==> src/rtl/ins_sequencer_pkg.sv <==
// Shared types for the instruction fetch/issue controller: stepping modes,
// per-cycle action selection and the default NOP encoding.
package ins_seq_pkg;

    typedef enum logic [1:0] {
        MODE_IDLE   = 2'd0,
        MODE_RUN    = 2'd1,
        MODE_HALTED = 2'd2
    } mode_t;

    typedef enum logic [2:0] {
        ACT_NONE,
        ACT_RESTART,
        ACT_CUR_LEFT,
        ACT_CUR_RIGHT,
        ACT_MAN,
        ACT_BRANCH,
        ACT_ROM
    } action_t;

    // NOP for the default 16-bit instruction width: only the MSB set.
    localparam logic [15:0] NOP_INS = 16'h8000;

endpackage

==> src/rtl/ins_sequencer_run_divider.sv <==
// Free-running issue-slot divider for RUN mode: pulses o_tc once every DIV
// enabled cycles; i_clr forces the count back to zero.
module run_divider #(
    parameter int unsigned DIV = 4
) (
    input  logic i_clk,
    input  logic i_rst_n,
    input  logic i_en,
    input  logic i_clr,
    output logic o_tc
);

    localparam int unsigned DW = (DIV > 1) ? $clog2(DIV) : 1;

    logic [DW-1:0] r_cnt;

    assign o_tc = i_en && (r_cnt == DW'(DIV - 1));

    always_ff @(posedge i_clk or negedge i_rst_n) begin
        if (!i_rst_n) begin
            r_cnt <= '0;
        end else if (i_clr) begin
            r_cnt <= '0;
        end else if (i_en) begin
            r_cnt <= o_tc ? '0 : r_cnt + DW'(1);
        end
    end

endmodule

==> src/rtl/ins_sequencer.sv <==
// Instruction fetch/issue controller: owns the PC, memory cursor and stepping
// mode, and issues ROM or switch instructions to the controller one per slot.
module ins_sequencer
    import ins_seq_pkg::*;
#(
    parameter int unsigned INS_W   = 16,
    parameter int unsigned PC_W    = 5,
    parameter int unsigned CUR_W   = 4,
    parameter int unsigned RUN_DIV = 4,
    parameter int unsigned CNT_W   = 8
) (
    input  logic             clk,
    input  logic             reset_n,
    input  logic             restart,
    input  logic             step,
    input  logic             run_toggle,
    input  logic             cur_left,
    input  logic             cur_right,
    input  logic             man_valid,
    input  logic [INS_W-1:0] man_ins,
    input  logic [INS_W-1:0] rom_ins,
    input  logic             branch_taken,
    input  logic [PC_W-1:0]  branch_target,
    input  logic             halt_req,
    output logic [PC_W-1:0]  pc,
    output logic [INS_W-1:0] issue_ins,
    output logic             issue_valid,
    output logic             issue_from_rom,
    output logic [CUR_W-1:0] cursor,
    output logic [1:0]       mode,
    output logic [CNT_W-1:0] issue_cnt
);

    localparam logic [INS_W-1:0] NOP = {1'b1, {(INS_W-1){1'b0}}};

    mode_t            r_mode,  w_mode;
    logic [PC_W-1:0]  r_pc,    w_pc;
    logic [CUR_W-1:0] r_cursor, w_cursor;
    logic [INS_W-1:0] r_ins,   w_ins;
    logic             r_valid, w_valid;
    logic             r_from_rom, w_from_rom;
    logic [CNT_W-1:0] r_cnt,   w_cnt;

    action_t w_action;
    logic    w_tc, w_div_en, w_div_clr;
    logic    w_halt, w_branch, w_rom_go, w_man_ok;

    assign w_div_en  = (r_mode == MODE_RUN);
    assign w_div_clr = restart || (run_toggle && r_mode == MODE_IDLE);

    run_divider #(.DIV(RUN_DIV)) u_run_divider (
        .i_clk   (clk),
        .i_rst_n (reset_n),
        .i_en    (w_div_en),
        .i_clr   (w_div_clr),
        .o_tc    (w_tc)
    );

    always_ff @(posedge clk or negedge reset_n) begin
        if (!reset_n) begin
            r_mode     <= MODE_IDLE;
            r_pc       <= '0;
            r_cursor   <= '0;
            r_ins      <= NOP;
            r_valid    <= 1'b0;
            r_from_rom <= 1'b0;
            r_cnt      <= '0;
        end else begin
            r_mode     <= w_mode;
            r_pc       <= w_pc;
            r_cursor   <= w_cursor;
            r_ins      <= w_ins;
            r_valid    <= w_valid;
            r_from_rom <= w_from_rom;
            r_cnt      <= w_cnt;
        end
    end

    always_comb begin
        w_halt   = r_valid && halt_req;
        w_branch = r_valid && r_from_rom && branch_taken;
        w_man_ok = man_valid && (r_mode != MODE_HALTED);
        // A halting instruction must not be followed by a ROM issue in the same cycle.
        w_rom_go = !w_halt && ((r_mode == MODE_IDLE && step) || w_tc);

        if (restart)        w_action = ACT_RESTART;
        else if (cur_left)  w_action = ACT_CUR_LEFT;
        else if (cur_right) w_action = ACT_CUR_RIGHT;
        else if (w_man_ok)  w_action = ACT_MAN;
        else if (w_branch)  w_action = ACT_BRANCH;
        else if (w_rom_go)  w_action = ACT_ROM;
        else                w_action = ACT_NONE;

        w_pc       = r_pc;
        w_cursor   = r_cursor;
        w_ins      = NOP;
        w_valid    = 1'b0;
        w_from_rom = 1'b0;
        w_cnt      = r_cnt;

        case (w_action)
            ACT_RESTART: begin
                w_pc  = '0;
                w_cnt = '0;
            end
            ACT_CUR_LEFT:  w_cursor = r_cursor - CUR_W'(1);
            ACT_CUR_RIGHT: w_cursor = r_cursor + CUR_W'(1);
            ACT_MAN: begin
                w_ins   = man_ins;
                w_valid = 1'b1;
            end
            ACT_BRANCH: w_pc = branch_target;
            ACT_ROM: begin
                w_ins      = rom_ins;
                w_valid    = 1'b1;
                w_from_rom = 1'b1;
                w_pc       = r_pc + PC_W'(1);
            end
            default: ;
        endcase

        if (w_valid && r_cnt != '1) w_cnt = r_cnt + CNT_W'(1);

        w_mode = r_mode;
        if (restart)                                 w_mode = MODE_IDLE;
        else if (w_halt)                             w_mode = MODE_HALTED;
        else if (run_toggle && r_mode == MODE_IDLE)  w_mode = MODE_RUN;
        else if (run_toggle && r_mode == MODE_RUN)   w_mode = MODE_IDLE;
    end

    assign pc             = r_pc;
    assign issue_ins      = r_ins;
    assign issue_valid    = r_valid;
    assign issue_from_rom = r_from_rom;
    assign cursor         = r_cursor;
    assign mode           = r_mode;
    assign issue_cnt      = r_cnt;

endmodule
==> config.mk <==
export PLATFORM = sky130hd
export DESIGN_NAME = ins_sequencer
export DESIGN_NICKNAME = d
export VERILOG_FILES = /design/src/rtl/ins_sequencer_pkg.sv /design/src/rtl/ins_sequencer_run_divider.sv /design/src/rtl/ins_sequencer.sv
export SDC_FILE = /design/constraint.sdc
export NUM_CORES = 1
export LEC_CHECK = 0
export BUFFER_PORTS_ARGS = -buffer_cell sky130_fd_sc_hd__buf_2
export CAP_MARGIN = 20
export CORE_ASPECT_RATIO = 0.8
export CORE_UTILIZATION = 39
export CTS_CLUSTER_DIAMETER = 40
export DETAILED_ROUTE_END_ITERATION = 6
export GPL_ROUTABILITY_DRIVEN = 0
export PLACE_DENSITY_LB_ADDON = 0.1
export SKIP_LAST_GASP = 1
export SLEW_MARGIN = 30
export SYNTH_ARGS = -nofsm -noshare
export SYNTH_HDL_FRONTEND = slang
export SYNTH_HIERARCHICAL = 1
export SYNTH_SLANG_ARGS = --single-unit
==> constraint.sdc <==
create_clock -name clk -period 1.85 [get_ports clk]
set_input_delay 0.2775 -clock clk [delete_from_list [all_inputs] [get_ports clk]]
set_output_delay 0.2775 -clock clk [all_outputs]
set_load 0.05 [all_outputs]
==> flow_summary_export.csv <==
group,metric,value,unit
routing,route.detailed.drc,0,
clock_tree,clock_sinks,39,
timing,postLayoutSetupSlackWorst,0.0764,ns
outcome,status,"complete, no violations",
worst_setup_path,critPathKind,"register to register",
synth,ys_seq_area_share,51.6,%
global_routing,grt_pass1_vias,1568,
synth,yosysMostFrequentCell,"dfrtp_1",
die,ios,84,
clock_tree,cts.htree.levels,2,
clock_tree,cts_max_path_buffers,2,
worst_setup_path,r2r_start,"mode[1]",
clock_tree,cts_root_buffer,"clkbuf_8",
die,die_w,79.9,um
routing,dr.pass1.iters,4,
timing,finalMaxSlewViolations,0,
power,power_density,875,nW/um^2
global_routing,antenna_found_initial,0,
finish,drive_above_1_share,47.6,%
power,power.share.combinational,26.2,%
global_routing,grt_util_all_layers,19.0,%
synth,synth_edf_count,0,
synth,synth_nets,224,
timing,worstMarginPinSlew,0.536,ns
die,start_util,40.9,%
worst_setup_path,critPathSlowestCell,"dfrtp_2",
min_path,min_delay_worst_endpoint,"issue_ins[15]",
synth,synth_top_area_cell,"dfrtp_1",
clock_tree,cts_tree,"done",
worst_setup_path,r2r_cells,8,
placed_design,dp_hpwl,3250,um
timing,fin_skew,0.00615,ns
min_path,whs_path_depth,3,
worst_setup_path,critical_path.max_fanout,4,
power,p_leak,0.00142,uW
worst_setup_path,critPathArrivalTime,2.01,ns
placed_design,port_buffers,83,
synth,syn_area,1890,um^2
die,core,4620,um^2
power,p_int,1570,uW
finish,final_area,2660,um^2
power,fin_total_pwr,2320,uW
timing,period_minus_slack,1.77,ns
worst_setup_path,crit_path_max_incr_delay,0.44,ns
placed_design,placed_area,2480,um^2
power,seq_power_share,42.2,%
timing,post-route-period-util,95.9,%
synth,yosysWarnings,6,
routing,drtIter0Drc,70,
timing,hold_violations,0,
worst_setup_path,critPathBufInv,3,
die,num_rows,22,
clock_tree,clk_pin_slew_worst_paths,0.08,ns
routing,routed_wl,4440,um
synth,netlist.area_leader.share,50.2,%
routing,wl_per_cell,13.3,um
worst_setup_path,endpoint_kind,"register",
worst_setup_path,rr_endpoint,"pc[0]",
routing,detail-route-antenna-nets,0,
finish,area_growth,40.3,%
routing,viasPerCell,5.00,
global_routing,overflow,0,
die,die_h,64.3,um
placed_design,dp_worst_setup_slack,0.0246,ns
finish,utilization,57.4,%
timing,max_freq,564,MHz
worst_setup_path,crit_path_frequent_cell,"buf_4",
worst_setup_path,path_delay_family,"simple AND/OR/NAND/NOR gates",
power,power_switching,750,uW
worst_setup_path,critPathLaunchType,"register",
power,peakVddDrop,0.588,mV
finish,nNetsFinal,325,
synth,netlist_top_cells_count,"dfrtp_1, a22o_1, nand2_1, nand3_1, nor2_1",
min_path,hp-class,"input port to register",
global_routing,grt_max_degree,23,
clock_tree,clk_latency,0.30,ns
power,switching_share,32.3,%
worst_setup_path,reg2reg_setup_slack,0.08,ns
finish,antenna_cells,0,
worst_setup_path,required,2.08,ns
die,design.die.area,5140,um^2
synth,ys_ff_latch,39,
clock_tree,cts_buffers,5,
synth,synth_area_per_cell,11.1,um^2
synth,syn_inst,171,
synth,async_flop_share,100,%
worst_setup_path,worstPathCellList,"nor3b_2, buf_4, a2bb2oi_4, nand4_1, buf_4, buf_4, nor2_4, a221o_1",
synth,synth_cell_types,45,
synth,synth.area.top_cells,"dfrtp_1, a22o_1, nand3_1",
timing,setup_viol,0,
timing,max-slew-margin-rel,63.9,%
placed_design,placed_cells,321,
min_path,min-delay-start,"man_ins[15]",
routing,num_vias,1664,
power,pwr-share-clk,31.7,%
run,cap_violations,0,
global_routing,grt_pass1_wl,7400,um
synth,synthFlopType,"dfrtp_1",
finish,finalNonFillerCells,333,
repair_timing:
action                     4_1_cts  5_1_grt
resized for setup                0        6
setup buffers                    2        1
pin swaps                        1        2
hold endpoints to repair        17        0
setup endpoints to repair        3       24
hold buffers                     1        0
kinds of logic after synthesis:
kind of cell	after synthesis	share of synthesized area, %
buffers and inverters	10	2.97
AND/OR/NAND/NOR	66	19.0
AO/OA/AOI/OAI	44	18.9
multiplexers	3	1.72
flip-flops	39	51.6
XOR/XNOR	3	1.39
adder cells (fa/ha/maj)	6	4.36
stage by stage:
step	TNS (ns)	hold slack, ns
6_report	0	0.187
5_1_grt	-0.0558	0.170
4_1_cts	0	0.169
3_5_place_dp	0	0.250
3_3_place_gp	0	0.250
2_1_floorplan	-0.328	-0.0181
sequential cells by signal, indices dropped and copies added (netlist names):
register             flops
mode                     2
issue_ins               16
issue_cnt                8
issue_from_rom           1
pc                       5
issue_valid              1
cursor                   4
u_run_divider/r_cnt      2
placed cells by master (no fill, tap or decap), types with 2 or more instances in the layout:
cell type  netlist  routed
nand4_1          2       2
nand3b_1         2       2
or3_1            2       2
inv_1            4       3
ha_1             5       5
dfrtp_2          0       5
nand2_1         13      13
a22o_1          15      15
mux2_2           2       2
clkbuf_8         0       6
buf_4            2      12
nor3_1           5       5
a21oi_2          2       2
buf_2            1      83
nand2b_1         2       2
and2_4           1       2
o21ai_0          6       6
a211o_1          4       4
nor3b_1          3       2
o211ai_1         2       2
a221o_1          2       2
a22oi_1          4       4
a21oi_1          2       2
xnor2_1          2       2
and3_1           4       4
buf_6            1       2
nand3_1         13      13
nor2_1           7       6
or2_2            3       3
nor2b_1          3       2
and2_1           3       2
dfrtp_1         38      33
power by group through the flow:
stage | Clock [uW] | Sequential, uW | Combinational [uW]
finish | 736 | 979 | 607
global route | 800 | 995 | 659
CTS | 768 | 979 | 607
detailed placement | 0 | 994 | 603
global placement | 0 | 994 | 599
floorplan | 0 | 1210 | 202
per-layer routing:
| layer | vias up | GRT usage (%) | wire (um) |
|---|---|---|---|
| li1 | 834 | - | - |
| met1 | 775 | 27.0 | 2230 |
| met2 | 45 | 26.5 | 1870 |
| met3 | 10 | 4.86 | 240 |
| met4 | 0 | 9.82 | 99 |
| met5 | - | 0 | 0 |
area by class of cell:
type | count | area, um^2
fill | 436 | 1970
inverter | 5 | 21.3
clock inverter | 2 | 35.0
clock buffer | 6 | 82.6
sequential | 39 | 983
timing repair buffer | 99 | 558
multi-input combinational | 122 | 900
tap | 60 | 75.1
worst reg2reg max path, cell delays in order (launching register included):
cell	delay [ns]
dfrtp_2	0.44
nor3b_2	0.20
buf_4	0.14
a2bb2oi_4	0.19
nand4_1	0.23
buf_4	0.21
buf_4	0.13
nor2_4	0.07
a221o_1	0.10
how the worst max path moves through the flow:
stage | start | endpoint | slack (ns) | cells past startpoint
floorplan | mode[0] | issue_cnt[5] | -0.13 | 7
global placement | mode[0] | issue_cnt[4] | 0.10 | 7
detailed placement | mode[1] | issue_ins[12] | 0.02 | 7
CTS | u_run_divider/r_cnt[0] | issue_cnt[4] | 0.04 | 7
global route | mode[1] | pc[2] | -0.04 | 8
finish | mode[1] | pc[0] | 0.08 | 8
No activity file was read; power rests on OpenSTA's default activity.
